==> config.mk <==
export PLATFORM = sky130hd
export DESIGN_NAME = invsqrt_out_fifo
export DESIGN_NICKNAME = d
export VERILOG_FILES = /design/src/rtl/invsqrt_out_fifo.sv
export SDC_FILE = /design/constraint.sdc
export NUM_CORES = 1
export LEC_CHECK = 0
export BUFFER_PORTS_ARGS = -buffer_cell sky130_fd_sc_hd__buf_2
export CAP_MARGIN = 10
export CORE_UTILIZATION = 64
export CTS_BUF_LIST = sky130_fd_sc_hd__clkbuf_4
export DETAILED_ROUTE_END_ITERATION = 10
export GPL_TIMING_DRIVEN = 1
export PLACE_DENSITY = 0.82
export SYNTH_ARGS = -nofsm -noshare
export SYNTH_HDL_FRONTEND = slang
export SYNTH_SLANG_ARGS = --single-unit
==> constraint.sdc <==
create_clock -name clk -period 3.3 [get_ports clk]
set_input_delay 0.66 -clock clk [delete_from_list [all_inputs] [get_ports clk]]
set_output_delay 0.66 -clock clk [all_outputs]
set_load 0.005 [all_outputs]
==> src/rtl/invsqrt_out_fifo.sv <==
// rtl/invsqrt_out_fifo.sv - show-ahead output FIFO for the inverse-square-root result stream
module invsqrt_out_fifo #(
    parameter int WIDTH = 32,
    parameter int DEPTH = 16
) (
    input  logic                       clk,
    input  logic                       rst,
    input  logic                       ce,
    input  logic [WIDTH-1:0]           DataIn,
    input  logic                       DataInValid,
    input  logic                       Flush,
    output logic [WIDTH-1:0]           DataOut,
    output logic                       DataValid,
    input  logic                       DataReady,
    output logic [$clog2(DEPTH):0]     Count,
    output logic                       Overflow,
    output logic [15:0]                DropCnt
);
    localparam int AW = $clog2(DEPTH);
    localparam logic [AW:0] FULL_COUNT = (AW + 1)'(DEPTH);

    logic [WIDTH-1:0] mem [DEPTH];
    logic [AW-1:0]    wr_ptr;
    logic [AW-1:0]    rd_ptr;
    logic [AW:0]      count_q;
    logic             overflow_q;
    logic [15:0]      drop_cnt_q;

    logic wr_req;
    logic rd_en;
    logic full;
    logic wr_en;
    logic drop;

    always_comb begin
        full   = (count_q == FULL_COUNT);
        wr_req = DataInValid && ce && !Flush;
        rd_en  = (count_q != '0) && DataReady && !Flush;
        // A read in the same cycle frees the slot the incoming word needs.
        wr_en  = wr_req && (!full || rd_en);
        drop   = wr_req && full && !rd_en;
    end

    always_ff @(posedge clk) begin
        if (!rst && wr_en) begin
            mem[wr_ptr] <= DataIn;
        end
    end

    always_ff @(posedge clk) begin
        if (rst) begin
            wr_ptr     <= '0;
            rd_ptr     <= '0;
            count_q    <= '0;
            overflow_q <= 1'b0;
            drop_cnt_q <= '0;
        end else if (Flush) begin
            wr_ptr  <= '0;
            rd_ptr  <= '0;
            count_q <= '0;
        end else begin
            if (wr_en) begin
                wr_ptr <= wr_ptr + 1'b1;
            end
            if (rd_en) begin
                rd_ptr <= rd_ptr + 1'b1;
            end
            if (wr_en && !rd_en) begin
                count_q <= count_q + 1'b1;
            end else if (rd_en && !wr_en) begin
                count_q <= count_q - 1'b1;
            end
            if (drop) begin
                overflow_q <= 1'b1;
                if (drop_cnt_q != 16'hFFFF) begin
                    drop_cnt_q <= drop_cnt_q + 16'd1;
                end
            end
        end
    end

    assign DataOut   = mem[rd_ptr];
    assign DataValid = (count_q != '0);
    assign Count     = count_q;
    assign Overflow  = overflow_q;
    assign DropCnt   = drop_cnt_q;
endmodule

==> summary.md <==
| Metric | Value |
|---|---|
| Largest area contributor in the netlist | `edfxtp_1` |
| CTS Buffer Depth | `3` |
| Power share of the sequential group | `56.1%` |
| #FFs+latches synth | `546` |
| Most used DFF post-synth | `edfxtp_1` |
| Hold Path Origin | `Flush` |
| Multi-input logic area | `0.00483 mm2` |
| Worst skew pair latency | `810 ps` |
| Setup Viol. Count Final | `32` |
| Synth area leaders | `edfxtp_1 (73%), mux4_2 (17%), dfxtp_1 (3.2%)` |
| Post-DP Area | `0.0224 mm2` |
| Synthesized area per cell | `22.9 um2` |
| Register area | `0.0161 mm2` |
| Least-Margin Pin Slew | `649 ps` |
| RR Startpoint | `Count[0]` |
| Crit path capture type | `output port` |
| # H-tree levels | `4` |
| CTS Sinks | `546` |
| Post-route cell area | `0.0247 mm2` |
| DR pass1 iterations | `5` |
| CTS buffer count | `136` |
| Top cell type's share of synthesized area | `73.0%` |
| Setup ws final | `-168 ps` |
| Syn nets | `969` |
| Crit start category | `flop` |
| Post-synthesis sequential area ratio | `76.3%` |
| Final HPWL DP | `23.6 mm` |
| Req. time, crit path | `2640 ps` |
| Share of cells above drive strength 1 | `42.6%` |
| Fin nets | `1208` |
| Core Box Area | `0.0325 mm2` |
| Layout fillers | `1683` |
| Synth cell types | `49` |
| Largest net degree at the start of global routing | `60` |
| Status | `finished with violations` |
| Switching Share | `20.8%` |
| Mapped Area | `0.0211 mm2` |
| DRT antenna net count | `0` |
| RePlAce Congestion | `0.771` |
| Total gr overflow | `0` |
| YS warnings | `0` |
| DR vias/cell | `6.38` |
| Max Clk Rate | `288 MHz` |
| Post-synth EDFFs | `512` |
| Critical path class | `flop to output port` |
| Period Utilization, post-route | `105%` |
| Die area | `0.0336 mm2` |
| Finished Layout Cells | `1700` |
| Mapped Cells | `920` |
| FP Rows | `66` |
| Initial antenna violation count | `4` |
| CTS tree | `built` |
| Max Cap Viol | `0` |
| WL final | `48.2 mm` |
| Switching power | `2.81 mW` |
| R2R cell count | `9` |
| Slew headroom | `56.5%` |
| Total GRT Usage | `29.6%` |
| Max Slew Vio Count | `0` |
| Vias in the first global route | `11.5k` |
| Cell count after placement | `1443` |
| Area grow syn2layout | `17.1%` |
| First-pass GRT wire length | `69.6 mm` |
| # IOs | `93` |
| Hold path depth | `3` |
| Leak | `8.04 nW` |
| Setup Skew | `55.0 ps` |
| Chip Height | `183 um` |
| CP Max Fanout | `6` |
| Clock slew at reported path FFs | `80 ps` |
| Final Hold Fails | `0` |
| Root buffer cell | `clkbuf_4` |
| I/O Buffers | `92` |
| Failing checks | `setup timing` |
| Die Width | `183 um` |
| Tmin final | `3470 ps` |
| Logic gate share of total power | `2.4%` |
| RSZ-0062 raised after global routing | `yes` |
| Initial Util | `64.9%` |
| Worst Hold Class | `input pin to flop` |
| Cell-internal power | `10.7 mW` |
| Routed vias | `10.8k` |
| Wire length per cell | `28.4 um` |
| FFs w/ async S/R, synth | `0%` |
| Clk pwr share | `41.5%` |
| VDD IR-drop max | `0.281 mV` |
| PwrDens | `548 mW/mm2` |
| Arrival @ worst endpoint | `2810 ps` |
| Initial drt markers | `1240` |
| Drt drc | `0` |
-- power groups by stage --
stage                     Clock (mW)  Combinational [mW]  Sequential [mW]
after floorplan                    0               0.139             7.73
after CTS                       5.61               0.310             7.58
after detailed placement           0               0.286             7.73
after global placement             0               0.272             7.73
final                           5.61               0.327             7.58
after global routing            6.04               0.349             7.58
-- worst max-delay path: stages, from the launching register on --
cell and delay (ps):
dfxtp_4 450, clkbuf_16 220, buf_4 150, mux4_2 530, mux4_2 510, buf_2 150
-- Yosys cell counts, types with 4 or more instances --
master and instances:
or4_1 6, nand4_1 4, ha_1 10, o31ai_1 7
mux4_2 160, a21oi_1 14, edfxtp_1 512, nor2_1 24
mux2i_1 5, dfxtp_1 34, nand3_1 7, nor3_1 4
buf_1 10, clkbuf_1 17, inv_1 4, xor2_1 5
buf_2 14, nand2_1 6, mux2_1 5, and3_1 18
nor2b_1 9
-- sequential cells by signal, indices dropped and copies added (netlist names), named ones only --
name      cells
Overflow      1
rd_ptr        4
mem         512
wr_ptr        4
Count         5
DropCnt      16
-- what timing repair did --
action / CTS / global route
buffers inserted: 6 / 1
setup endpoints to repair: 31 / 32
resized for setup: 19 / 3
hold buffers: 0 / 0
cloned: 7 / 6
-- stage by stage --
stage | TNS (ps) | worst slack [ps] | total power, mW | util, % | hold WS, ps
after floorplan | 0 | 268 | 7.87 | - | 465
after global placement | 0 | 525 | 8.00 | 69.1 | 450
after detailed placement | 0 | 441 | 8.02 | 69.1 | 473
after CTS | -3070 | -137 | 13.5 | 75.4 | 162
after global routing | -6570 | -246 | 14.0 | 76.0 | 171
final | -3480 | -168 | 13.5 | 76.0 | 219
-- path summary, 6_finish.rpt --
| kind | end | slack (ps) |
|---|---|---|
| setup reg to reg | Count[4] | 450 |
| hold reg to reg | Overflow | 480 |
| setup / recovery | DataOut[30] | -170 |
| hold / removal | Count[4] | 220 |
-- layout make-up --
type | instances | share of cell area (%)
well taps | 442 | 2.24
repair buffers | 144 | 5.96
flip-flops and latches | 546 | 65.2
clock buffers | 193 | 5.88
multi-input cells | 327 | 19.6
clock inverters | 41 | 1.06
diodes | 3 | 0.0305
inverters | 4 | 0.0609
-- cells by family (layout without fill, tap and decap cells) --
group           count (synthesis)  after routing  synth area share (%)
compound gates                 34             34                  1.03
xor+xnor                        8              8                 0.333
fa+ha+maj                      11             11                 0.689
buf+inv                        47            382                 0.945
flops                         546            546                  76.3
mux                           170            170                  17.6
other cells                     0              3                     0
simple gates                  104            104                  3.12
-- routing by layer --
metal	global-route usage, %	share of wire [%]
met1	37.8	36
met2	49.5	53
met3	5.96	8.0
met4	13.8	2.5
met5	0	0.027
-- cell usage in the layout, fill, tap and decap left out, types with 5 or more instances in the layout --
master,instances
clkinv_1,32
mux2_1,5
xor2_1,5
ha_1,10
clkbuf_4,193
nand3_1,7
nor2_1,24
dfxtp_1,30
or4_1,6
and3_2,14
buf_16,10
buf_12,23
nand2_1,6
nor2b_1,7
mux4_2,160
edfxtp_1,512
mux2i_1,5
a21oi_1,14
o31ai_1,7
buf_4,10
clkbuf_16,6
buf_2,91
(Power assumes the default switching activity.)
